<file path="src/rtl/time_pul_generator.sv">
// Programmable timing-pulse source: one-cycle CP strobe every N clocks, N picked by a 5-bit switch priority decode.
// Latency: SW -> Sublevel 1 clock; a level change restarts the phase, first CP N_new edges after detection.
// Backpressure: none; free-running strobe, downstream logic samples CP as a clock enable.
module time_pul_generator #(
    parameter int CNT_W = 16,
    parameter int DIV0  = 2,
    parameter int DIV1  = 5,
    parameter int DIV2  = 10,
    parameter int DIV3  = 20,
    parameter int DIV4  = 50,
    parameter int DIV5  = 100
) (
    input  logic       CLK,
    input  logic       RST,
    input  logic [4:0] SW,
    output logic       CP,
    output logic [3:0] Sublevel
);

    // Terminal counts are N-1, so a divisor of 2^CNT_W still fits the counter.
    localparam logic [CNT_W-1:0] LIM0 = CNT_W'(DIV0 - 1);
    localparam logic [CNT_W-1:0] LIM1 = CNT_W'(DIV1 - 1);
    localparam logic [CNT_W-1:0] LIM2 = CNT_W'(DIV2 - 1);
    localparam logic [CNT_W-1:0] LIM3 = CNT_W'(DIV3 - 1);
    localparam logic [CNT_W-1:0] LIM4 = CNT_W'(DIV4 - 1);
    localparam logic [CNT_W-1:0] LIM5 = CNT_W'(DIV5 - 1);

    logic [3:0]       lvl_q, lvl_d, lvl_dec;
    logic [CNT_W-1:0] cnt_q, cnt_d, lim;
    logic             cp_q, cp_d;
    logic             change, at_lim;

    always_comb begin
        lvl_dec = 4'd0;
        priority casez (SW)
            5'b1????: lvl_dec = 4'd5;
            5'b01???: lvl_dec = 4'd4;
            5'b001??: lvl_dec = 4'd3;
            5'b0001?: lvl_dec = 4'd2;
            5'b00001: lvl_dec = 4'd1;
            default:  lvl_dec = 4'd0;
        endcase
    end

    always_comb begin
        lim = LIM0;
        case (lvl_q)
            4'd1:    lim = LIM1;
            4'd2:    lim = LIM2;
            4'd3:    lim = LIM3;
            4'd4:    lim = LIM4;
            4'd5:    lim = LIM5;
            default: lim = LIM0;
        endcase
    end

    always_comb begin
        change = (lvl_dec != lvl_q);
        at_lim = (cnt_q == lim);
        lvl_d  = lvl_dec;
        cnt_d  = cnt_q + CNT_W'(1);
        if (change || at_lim) begin
            cnt_d = '0;
        end
        // No pulse on the detection edge, so a change never truncates or stretches a period.
        cp_d   = !change && at_lim;
    end

    always_ff @(posedge CLK) begin
        if (RST) begin
            lvl_q <= 4'd0;
            cnt_q <= '0;
            cp_q  <= 1'b0;
        end else begin
            lvl_q <= lvl_d;
            cnt_q <= cnt_d;
            cp_q  <= cp_d;
        end
    end

    assign CP       = cp_q;
    assign Sublevel = lvl_q;

endmodule

</file>
<file path="config.mk">
export PLATFORM = sky130hd
export DESIGN_NAME = time_pul_generator
export DESIGN_NICKNAME = d
export VERILOG_FILES = /design/src/rtl/time_pul_generator.sv
export SDC_FILE = /design/constraint.sdc
export NUM_CORES = 1
export LEC_CHECK = 0
export CELL_PAD_IN_SITES_DETAIL_PLACEMENT = 0
export CELL_PAD_IN_SITES_GLOBAL_PLACEMENT = 2
export CORE_UTILIZATION = 25
export DETAILED_ROUTE_END_ITERATION = 10
export PLACE_DENSITY_LB_ADDON = 0.1
export SETUP_SLACK_MARGIN = 0.02
export SLEW_MARGIN = 40
export SYNTH_ARGS = -nofsm -noshare
export SYNTH_HDL_FRONTEND = slang
export SYNTH_SLANG_ARGS = --single-unit
export TNS_END_PERCENT = 100
</file>
<file path="constraint.sdc">
create_clock -name CLK -period 5.5 [get_ports CLK]
set_clock_uncertainty 0.05 [all_clocks]
set_input_delay 0.55 -clock CLK [delete_from_list [all_inputs] [get_ports CLK]]
set_output_delay 0.55 -clock CLK [all_outputs]
set_load 0.01 [all_outputs]
</file>
# Word level (Yosys, flattened, before mapping)
# Index checks and enable logic that the tools add are counted.
dict set report op_classes {
  addsub 1
  mux 2
  n_eq_ne 11
  n_reduce_logical 4
}
# op count
set ops {}
lappend ops {{$pmux W7 S5} 1}
lappend ops {{$add A16 B1 Y16 const B} 1}
lappend ops {{$eq A16 B16 Y1} 1}
lappend ops {{$pmux W3 S5} 1}
lappend ops {{$eq A4 B1 Y1 const B} 2}
lappend ops {{$eq A4 B2 Y1 const B} 2}
lappend ops {{$eq A4 B3 Y1 const B} 2}
lappend ops {{$eq A5 B1 Y1 const B} 1}
lappend ops {{$ne A4 B4 Y1} 1}
lappend ops {{$eq A3 B1 Y1 const B} 1}
lappend ops {{$eq A2 B1 Y1 const B} 1}
lappend ops {{$reduce_or A2 Y1} 1}
lappend ops {{$logic_and A1 B1 Y1} 1}
lappend ops {{$logic_not A1 Y1} 1}
lappend ops {{$logic_or A1 B1 Y1} 1}
dict set report totals {
  output_inout_bits 5
  register_bits 21
  elab_cells 21
  inputBits 7
}

# Logic depth before layout (Yosys ltp)
# Gate-level depths: netlist of the first run.
dict set report depth {
  depth_word 5
  ltp_mapped 8
  mapped_depth_nobuf 7
}

# Least setup slack after synthesis of the first run
# No wires, ideal clock.
dict set report synth_timing {
  path_kind {reg2reg}
  from {register lvl_q[1], in the netlist Sublevel[1]}
  to {register cp_q, in the netlist CP}
  setup_slack_ns 3.414
  period_less_slack_ns 2.086
  setup_time_ns 0.066
  t_required_ns 5.384
  stages_incl_launch_ff 9
  arrival_time_ns 1.970
  n_path_buf 1
  cell_sequence {dfxtp_1 > buf_6 > inv_1 > ha_1 > nand3b_1 > a211oi_1 > nor3_1 > nor4_4 > nor2b_1}
}
dict set report synth_between {
  elab_chain_cells 4
  word_cells_on_any_way 10
  classes_between {7 x eq/ne; 1 x mux; 2 x reduce/logical}
}
# element line_no
set synth_lines {}
lappend synth_lines {{start: declaration} 28} ;# logic [3:0] lvl_q, lvl_d, lvl_dec;
lappend synth_lines {{start signal: assignment} 75} ;# lvl_q <= lvl_d;
lappend synth_lines {{$eq A4 B3 Y1 (tied with other cells)} 47} ;# case (lvl_q)
lappend synth_lines {{$pmux W7 S5} 47}
lappend synth_lines {{$eq A16 B16 Y1} 59} ;# at_lim = (cnt_q == lim);
lappend synth_lines {{$logic_and A1 B1 Y1 *} 66} ;# cp_d = !change && at_lim;
lappend synth_lines {{end signal: assignment} 77} ;# cp_q <= cp_d;
lappend synth_lines {{end: declaration} 30} ;# logic cp_q, cp_d;
# Every way passes the cells marked *; elsewhere a longest branch is shown, timed or not.
# A chain may end at the register's enable or synchronous reset.

# Worst setup path after layout of the first run
# Ends and elaborated chain as after synthesis.

==> results by stage, run 1 <==
STA:
- After layout, the worst setup slack is 3100 ps.
- In this run the tightest slew margin relative to its limit is 0.621.
- The total negative setup slack is 0 ps.
- The hold violation total from the final report came to 0.
- The number of slew-limit violations in the final report was 0.
- The slew at the pin closest to its max-slew limit is roughly 570 ps.
- Setup repair after global routing left no endpoint under its margin.
- The shortest period the worst path allows is approximately 2400 ps.
- The highest attainable clock frequency is approximately 420 MHz.
- The final period utilization is 0.437.
- The setup-violating endpoint count in the final report is 0.

Floorplan:
- The horizontal extent of the die is 68.7 microns.
- For this design the top-level I/O count stands at 12.
- The die covers 4710 sq um.
- The starting density of the core is 0.268.
- The total core area is 4140 sq um.
- The floorplan step set the die height to between 60 and 70 microns.
- Row generation in the floorplan step produced 23 rows.

Power and ir drop:
- The share of total power dissipated in sequential elements is 0.555.
- In this run the power density over the cells is about 210 nW/um^2.
- The net load switching power is 0.0623 mW.
- Of the total power, the share spent switching nets is 0.229.
- The internal power component is 0.210 mW.
- IR analysis of the VDD net gives a maximum drop of roughly 84 uV.
- Of the total power, the clock network draws 0.342.
- For this design the static power due to leakage is slightly below 0.4 nW.
- The share of total power dissipated in combinational logic is 0.104.

CTS:
- After clock tree synthesis, the flow added hold-fix buffers numbering 0.
- The number of resized instances in the post-cts repair step is 0.
- The later pin in the worst-skew pair is clocked with a latency of between 200 and 300 ps.
- In this run the number of H-tree levels came out at 1.
- Counting the buffers created by CTS gives 3.
- The tree is rooted in a sky130_fd_sc_hd__clkbuf_8.
- Post-CTS timing repair inserted 0 buffers for setup.
- The count of clock tree sinks is 20.
- After clock tree synthesis, the clock-pin slew on the worst setup and hold paths is 70 ps.
- The TritonCTS clock tree is done.
- The clock passes through at most 2 buffers.

Route:
- The remaining routing DRC violations is 0.
- The count of nets left with antenna violations after detail routing is 0.
- The routed length per placed instance is roughly 12 microns.
- The routed wire length is ~2.2 mm.
- The initial DRC count is just over 40.
- The number of iterations in the first detailed-routing pass is 4.
- After detailed routing, the number of vias per cell comes to 4.74.
- The via count of the routed design is 887.

Critical path:
- The worst setup path is captured at a register.
- The timing endpoint of the critical path is CP.
- Data arrives at the worst endpoint at between 2000 and 3000 ps.
- Data on the critical path is required at its endpoint by between 5000 and 6000 ps.
- The worst-path maximum fanout is 12.
- The most critical setup path has its startpoint at Sublevel[1].
- The setup path with the least slack is of type register to register.
- The type of element launching the critical path is a register.
- The origin of the critical flop-to-flop path is Sublevel[1].
- The cell count of the worst reg-to-reg path is 7.
- The register-to-register setup slack is ~3100 ps.
- In this run the critical register-to-register path is captured at CP.

GRT:
- The overflow left after global routing is 0.
- The initial antenna violation count is 0.
- The most congested layer reported by global routing is met2.
- For met3 alone, demand over resource in global routing was 0.0197.
- The global-route wire length before repair is between 4 and 5 mm.
- The via count of the first global-routing pass is approximately 850.
- The maximum number of pins on one net before global-route repair is 18.
- The aggregate global-route resource usage is 0.115.
- The met1 routing resource usage after global routing is 0.163.
- For met2 alone, demand over resource in global routing was 0.176.

Placed design:
- Summed over all nets, the half-perimeter wirelength after detailed placement is 1.64 mm.
- The placer's final routability congestion estimate is approximately 0.71.
- The worst-case setup slack after placement is 2900 ps.
- Buffers placed on the I/O ports in this run total 10.

Yosys:
- The proportion of synthesized area in mux cells is 0.
- The commonest cells after synthesis are sky130_fd_sc_hd__nor2_1, sky130_fd_sc_hd__dfxtp_1, sky130_fd_sc_hd__nor3_1, sky130_fd_sc_hd__xnor2_1, sky130_fd_sc_hd__xor2_1.
- sky130_fd_sc_hd__nor2_1 is the most common cell in the netlist.
- Sorting the synthesized cells by area gives the leading types as sky130_fd_sc_hd__dfxtp_1, sky130_fd_sc_hd__xnor2_1, sky130_fd_sc_hd__nor2_1.
- Synthesis produced a netlist whose cell count is 130.
- The number of enable flip-flop cells after synthesis is 0.
- The parity-gate share of the synthesized area counting xor and xnor cells is 0.142.
- Of the synthesized area, sequential elements account for 0.360.
- Averaged over all synthesized cells, the footprint is about 8.5 sq um.
- The post-synthesis async set-or-reset flop share is 0.
- The area fraction in compound gates after synthesis came to 0.0597.
- The dominant combinational cell family by area after synthesis is simple AND/OR/NAND/NOR gates.
- Of the total synthesized cell area, the portion taken by full adders, half adders and majority gates is 0.0225.
- The top flip-flop cell by instance count after synthesis is sky130_fd_sc_hd__dfxtp_1.
- Of the total synthesized cell area, the portion taken by AND, OR, NAND and NOR gates is 0.360.
- The number of different library cells used by synthesis comes to 38.
- The cell type with the highest aggregate area in the netlist is sky130_fd_sc_hd__dfxtp_1.
- The post-synth net total is between 100 and 150.
- Summing every instance area after synthesis gives between 1000 and 1500 sq um.
- The warning count from the yosys run is 0.
- The synthesized design contains 20 register bits.
- The share of synthesized area in the top cell type comes to 0.360.

Run status:
- The run finished with clean final reports.

Final layout:
- Of the cells placed in the final design, the portion with a size suffix greater than 1 is 0.0365.
- The number of fill cells in the layout is 460.
- The area growth from synthesis to layout is 14.2%.
- Summing all flip-flop and latch instances after layout gives 400 sq um.
- The final layout contains 148 nets.
- The multi-input combinational cells in the finished layout cover a total of 653 sq um.
- The number of antenna diodes in the final layout is 0.

Hold path:
- The type of the most critical hold path is register to register.

Flow run:
- Across the run, the number of max-cap violations was 0.
## flip-flops by register name, summed over array words and instances, names as in the netlist
name and cells:
Sublevel 3, cnt_q 16, CP 1
## worst min-delay path by stage
stage / startpoint / endpoint / slack (ps) / cells after the start
5_1_grt: cnt_q[15] / cnt_q[15] / 500 / 2
2_1_floorplan: cnt_q[15] / cnt_q[15] / 430 / 2
3_3_place_gp: cnt_q[15] / cnt_q[15] / 450 / 2
3_5_place_dp: cnt_q[15] / cnt_q[15] / 460 / 2
4_1_cts: cnt_q[15] / cnt_q[15] / 480 / 2
6_report: cnt_q[15] / cnt_q[15] / 480 / 2
## final cells by class
type / count / area share
Timing Repair Buffer: 10 / 0.0789
Multi-Input combinational cell: 101 / 0.515
Tap cell: 50 / 0.0493
Sequential cell: 20 / 0.316
Inverter: 3 / 0.00888
Clock buffer: 3 / 0.0325
## power groups by stage
| stage | Clock [mW] | Sequential [mW] | Combinational [mW] |
|---|---|---|---|
| global route | 0.103 | 0.152 | 0.0317 |
| floorplan | 0 | 0.152 | 0.0220 |
| finish | 0.0931 | 0.151 | 0.0282 |
| global placement | 0 | 0.155 | 0.0286 |
| detailed placement | 0 | 0.155 | 0.0284 |
| CTS | 0.0975 | 0.151 | 0.0285 |
## critical path, cell delays in order, from the launching register on
cell and delay [ps]:
sky130_fd_sc_hd__dfxtp_1 540, sky130_fd_sc_hd__inv_1 130, sky130_fd_sc_hd__ha_1 390, sky130_fd_sc_hd__nand3b_1 190
sky130_fd_sc_hd__a211oi_1 260, sky130_fd_sc_hd__nor3_1 110, sky130_fd_sc_hd__nor4_4 480, sky130_fd_sc_hd__nor2b_1 180
## layer usage
metal  vias to the layer above  wire length (microns)
li1                        471                      -
met1                       404                   1170
met2                        10                    994
met3                         2                     50
met4                         0                     17
met5                         -                      0
## stage by stage
stage,power [mW],instance area (sq um),util,hold WS (ps),std cells
detailed placement,0.183,1230,0.296,455,184
CTS,0.277,1270,0.306,481,187
finish,0.272,1270,0.306,476,187
floorplan,0.174,1110,-,435,130
global placement,0.183,1230,0.296,452,184
global route,0.287,1270,0.306,497,187
## layout by cell type (no fill, tap or decap), drive strengths merged
cell type,instances
inv,3
nand2b,3
nand4bb,1
ha,2
xor2,8
nand4,4
xnor2,10
a21oi,3
dfxtp,20
o32ai,1
nand3b,1
o21ai,3
nand2,6
and4b,1
or3b,1
a211oi,1
nand4b,1
clkdlybuf4s50,10
and2,1
and4,2
clkbuf,3
or3,1
nor3,11
nor3b,3
and3,2
nand3,4
and3b,1
nor4,4
a311oi,1
nor2,21
nor4b,1
conb,1
nor2b,1
a2111o,1
## cells by family after synthesis
group	Yosys count
AO/OA/AOI/OAI	10
other	1
XOR/XNOR	18
buffers and inverters	9
AND/OR/NAND/NOR	70
adder cells (fa/ha/maj)	2
flip-flops	20
(Power assumes the default switching activity.)
==> inputs of run 2 (changes only) <==
Clock period 5.5 ns to 2.08 ns, I/O delays scaled along.
==> run 2 against run 1 <==
  * Maximum frequency increased by 23%
  * Sequential power grew to 2.6 times the previous value
  * Global-route usage is 1.4 points higher
  * Count of clock-buffer cells in the layout stayed put
  * Power increased to 3.3 times the previous value
  * Worst setup slack lost 3000 ps
  * Die area stayed put
  * Critical path type unchanged
  * Largest cell class unchanged
==> results by stage, run 2 (same netlist as run 1, synthesis figures left out) <==
Placed design:
- The placer's final routability congestion estimate is around 0.72.
- The count of placed standard cells including taps is about 190.
- The placement-stage cell area is about 1300 sq um.
- After legalization and detailed placement, the total HPWL measured 1.85 mm.
- The number of I/O port buffers is 10.
- At the placement stage, the worst setup path has a slack of -29.4 ps.

GRT:
- The aggregate global-route resource usage is 0.129.
- The via count of the first global-routing pass is roughly 900.
- The global-route wire length before repair is ~4.4 mm.
- The initial antenna violation count came to 0.
- Summed over all layers, the global routing overflow is 0.
- Entering global routing, the biggest net connects 18 pins.

STA:
- The highest attainable clock frequency is 513 MHz.
- Setup violations remaining at the end of the flow were counted as 0.
- The final period utilization is 0.937.
- Once routing completed, OpenROAD measured the worst setup slack at 131 ps.
- The shortest period the worst path allows is 1950 ps.
- The hold violation total from the final report is 0.
- Setup repair after global routing left no endpoint under its margin.
- The total negative setup slack is 0 ps.
- The number of slew-limit violations in the final report is 0.
- The worst hold slack after final layout is 500 ps.

Critical path:
- The number of cells on the worst reg-to-reg path is 8.
- The critical path runs through a total of 8 cells.
- The highest-delay cell along the critical path is sky130_fd_sc_hd__dfxtp_2.
- In this run the worst path has a maximum fanout of 8.
- In this run the worst setup path begins at Sublevel[1].
- The type of element launching the critical path is a register.
- The required time at the endpoint of the critical path is 2240 ps.
- The timing endpoint of the critical path is CP.
- The maximum single-stage delay on the critical path is ~320 ps.
- The signal on the critical path passes through inv_1 -> ha_2 -> nand2b_1 -> o21ai_0 -> nand4_1 -> nor4_4 -> buf_6 -> nor2b_1.
- The setup check on the worst reg-to-reg path leaves a slack of roughly 130 ps.
- STA classifies the critical path endpoint as a register.
- In this run the critical register-to-register path is launched from Sublevel[1].
- The start-to-end type of the worst setup path is register to register.
- The endpoint of the worst register-to-register path is CP.
- The arrival time of the worst setup path is about 2100 ps.
- On the critical path the largest part of the delay comes from simple AND/OR/NAND/NOR gates.
- The buffer and inverter count on the worst path is 2.

Final layout:
- After routing the design area is approximately 1400 sq um.
- The flip-flop count of the largest register, all copies and words added is 16.
- At the end of the flow, the number of nets in the layout was between 150 and 200.
- The antenna diode count is 0.
- The most common cell after layout, fill and taps aside is sky130_fd_sc_hd__nor2_1.
- Leaving out fill and tap cells, the most frequent cells in the layout are sky130_fd_sc_hd__nor2_1, sky130_fd_sc_hd__dfxtp_1, sky130_fd_sc_hd__nor3_1, sky130_fd_sc_hd__xnor2_1, sky130_fd_sc_hd__clkdlybuf4s50_1.
- The final core area utilization is 0.336.
- In the final layout, the share of cells above drive strength 1 is 0.122.
- The layout-stage area growth over the synthesis result is 25.3%.
- The register with the most flip-flops is cnt_q.
- The number of cells in the finished layout apart from fillers is around 200.

Floorplan:
- The initialized floorplan defines 23 standard-cell rows.
- During I/O placement, the number of pins put on the boundary was 12.
- For this configuration, the core starts out at a cell density of 0.268.
- The horizontal extent of the die is 68.7 microns.
- The total core area is 4140 sq um.
- The floorplan die height is around 70 microns.
- The die covers roughly 4700 sq um.

Power and ir drop:
- The power per cell area is approximately 640 nW/um^2.
- After layout, the design draws a total of 0.888 mW.
- The leakage power summed over all cells is 0.460 nW.
- The worst IR drop on VDD is ~340 uV.

Run status:
- The flow ran to the end, and the final reports show no timing, DRC or antenna violations.

CTS:
- In this run the number of H-tree levels came out at 1.
- The number of buffers between clock root and the deepest sink is 2.
- CTS placed an instance of sky130_fd_sc_hd__clkbuf_8 at the clock tree root.
- The count of clock tree sinks is 20.
- After clock tree synthesis, the clock-pin slew on the worst setup and hold paths is 80 ps.
- TritonCTS built the clock tree.
- The total setup buffers inserted after CTS is 0.
- The number of buffers inserted during clock tree synthesis is 3.
- Hold repair after CTS inserted 0 buffers.
- Clock latency on the worst-skew pair, taken at its later pin, is about 260 ps.

Flow run:
- The tool flagged a number of max-cap violations equal to 0.

Route:
- Dividing the detail-routed wire length by the instance count gives ~13 microns.
- The initial DRC count is between 40 and 50.
- The via count of the routed design is roughly 930.
- For this run, design rule violations remaining after detail routing come to 0.
- The number of iterations in the first detailed-routing pass is 3.
- The routed wire length is between 2 and 3 mm.
- The count of nets left with antenna violations after detail routing is 0.
- Using the TritonRoute via totals, the vias-per-cell ratio works out to 4.72.

Hold path:
- The worst hold path belongs to the class register to register.
-- run 2: cell types whose count changed in the layout (fill, tap and decap cells not counted) --
| cell | change |
|---|---|
| sky130_fd_sc_hd__buf_6 | +1 |
| sky130_fd_sc_hd__a311oi_1 | -1 |
| sky130_fd_sc_hd__buf_12 | +1 |
| sky130_fd_sc_hd__a311oi_2 | +1 |
| sky130_fd_sc_hd__bufinv_16 | +1 |
| sky130_fd_sc_hd__buf_4 | +7 |
| sky130_fd_sc_hd__dfxtp_1 | -1 |
| sky130_fd_sc_hd__ha_1 | -1 |
| sky130_fd_sc_hd__ha_2 | +1 |
| sky130_fd_sc_hd__dfxtp_2 | +1 |
-- run 2: power breakdown --
group | internal, mW | switching [mW] | leakage [nW]
registers | 0.387 | 0.00647 | 0.162
logic | 0.0537 | 0.0460 | 0.262
clock network | 0.257 | 0.138 | 0.0357
-- run 2: worst min path at each step --
stage	start	end	slack [ps]	cells past startpoint
after floorplan	SW[3]	Sublevel[1]	230	1
after global placement	cnt_q[15]	cnt_q[15]	470	2
after detailed placement	cnt_q[15]	cnt_q[15]	490	2
after CTS	cnt_q[15]	cnt_q[15]	510	2
after global routing	cnt_q[15]	cnt_q[15]	520	2
final	cnt_q[15]	cnt_q[15]	500	2
-- run 2: tightest hold or removal path, delay by kind of cell (launching register included) --
kind | cells | cell delay (ps)
xor gates and xnor gates | 1 | 80
and+or+nand+nor | 1 | 80
DFF | 1 | 360
-- run 2: routing by layer --
layer / global-route usage / routed length (microns) / vias up
met3: 0.0362 / 67 / 4
met1: 0.171 / 1300 / 427
li1: - / - / 490
met5: 0 / 0 / -
met2: 0.197 / 1130 / 8
met4: 0.0469 / 33 / 0
-- run 2: cell type report --
type / instances / area, sq um
clock buffers: 3 / 41.3
clock inverters: 1 / 30.0
fillers: 459 / 2750
inverters: 3 / 11.3
multi-input cells: 101 / 662
flip-flops and latches: 20 / 402
well taps: 50 / 62.6
repair buffers: 19 / 184
-- run 2: repair_timing --
item	4_1_cts	5_1_grt
gates resized for setup	0	3
endpoints found under the hold margin	0	0
setup endpoints to repair	0	8
==> inputs of run 3 (changes only) <==
Settings changed: SKIP_CTS_REPAIR_TIMING from default to 1.
==> results of run 3 <==
Final layout, timing and power as in run 2 (identical DEF).
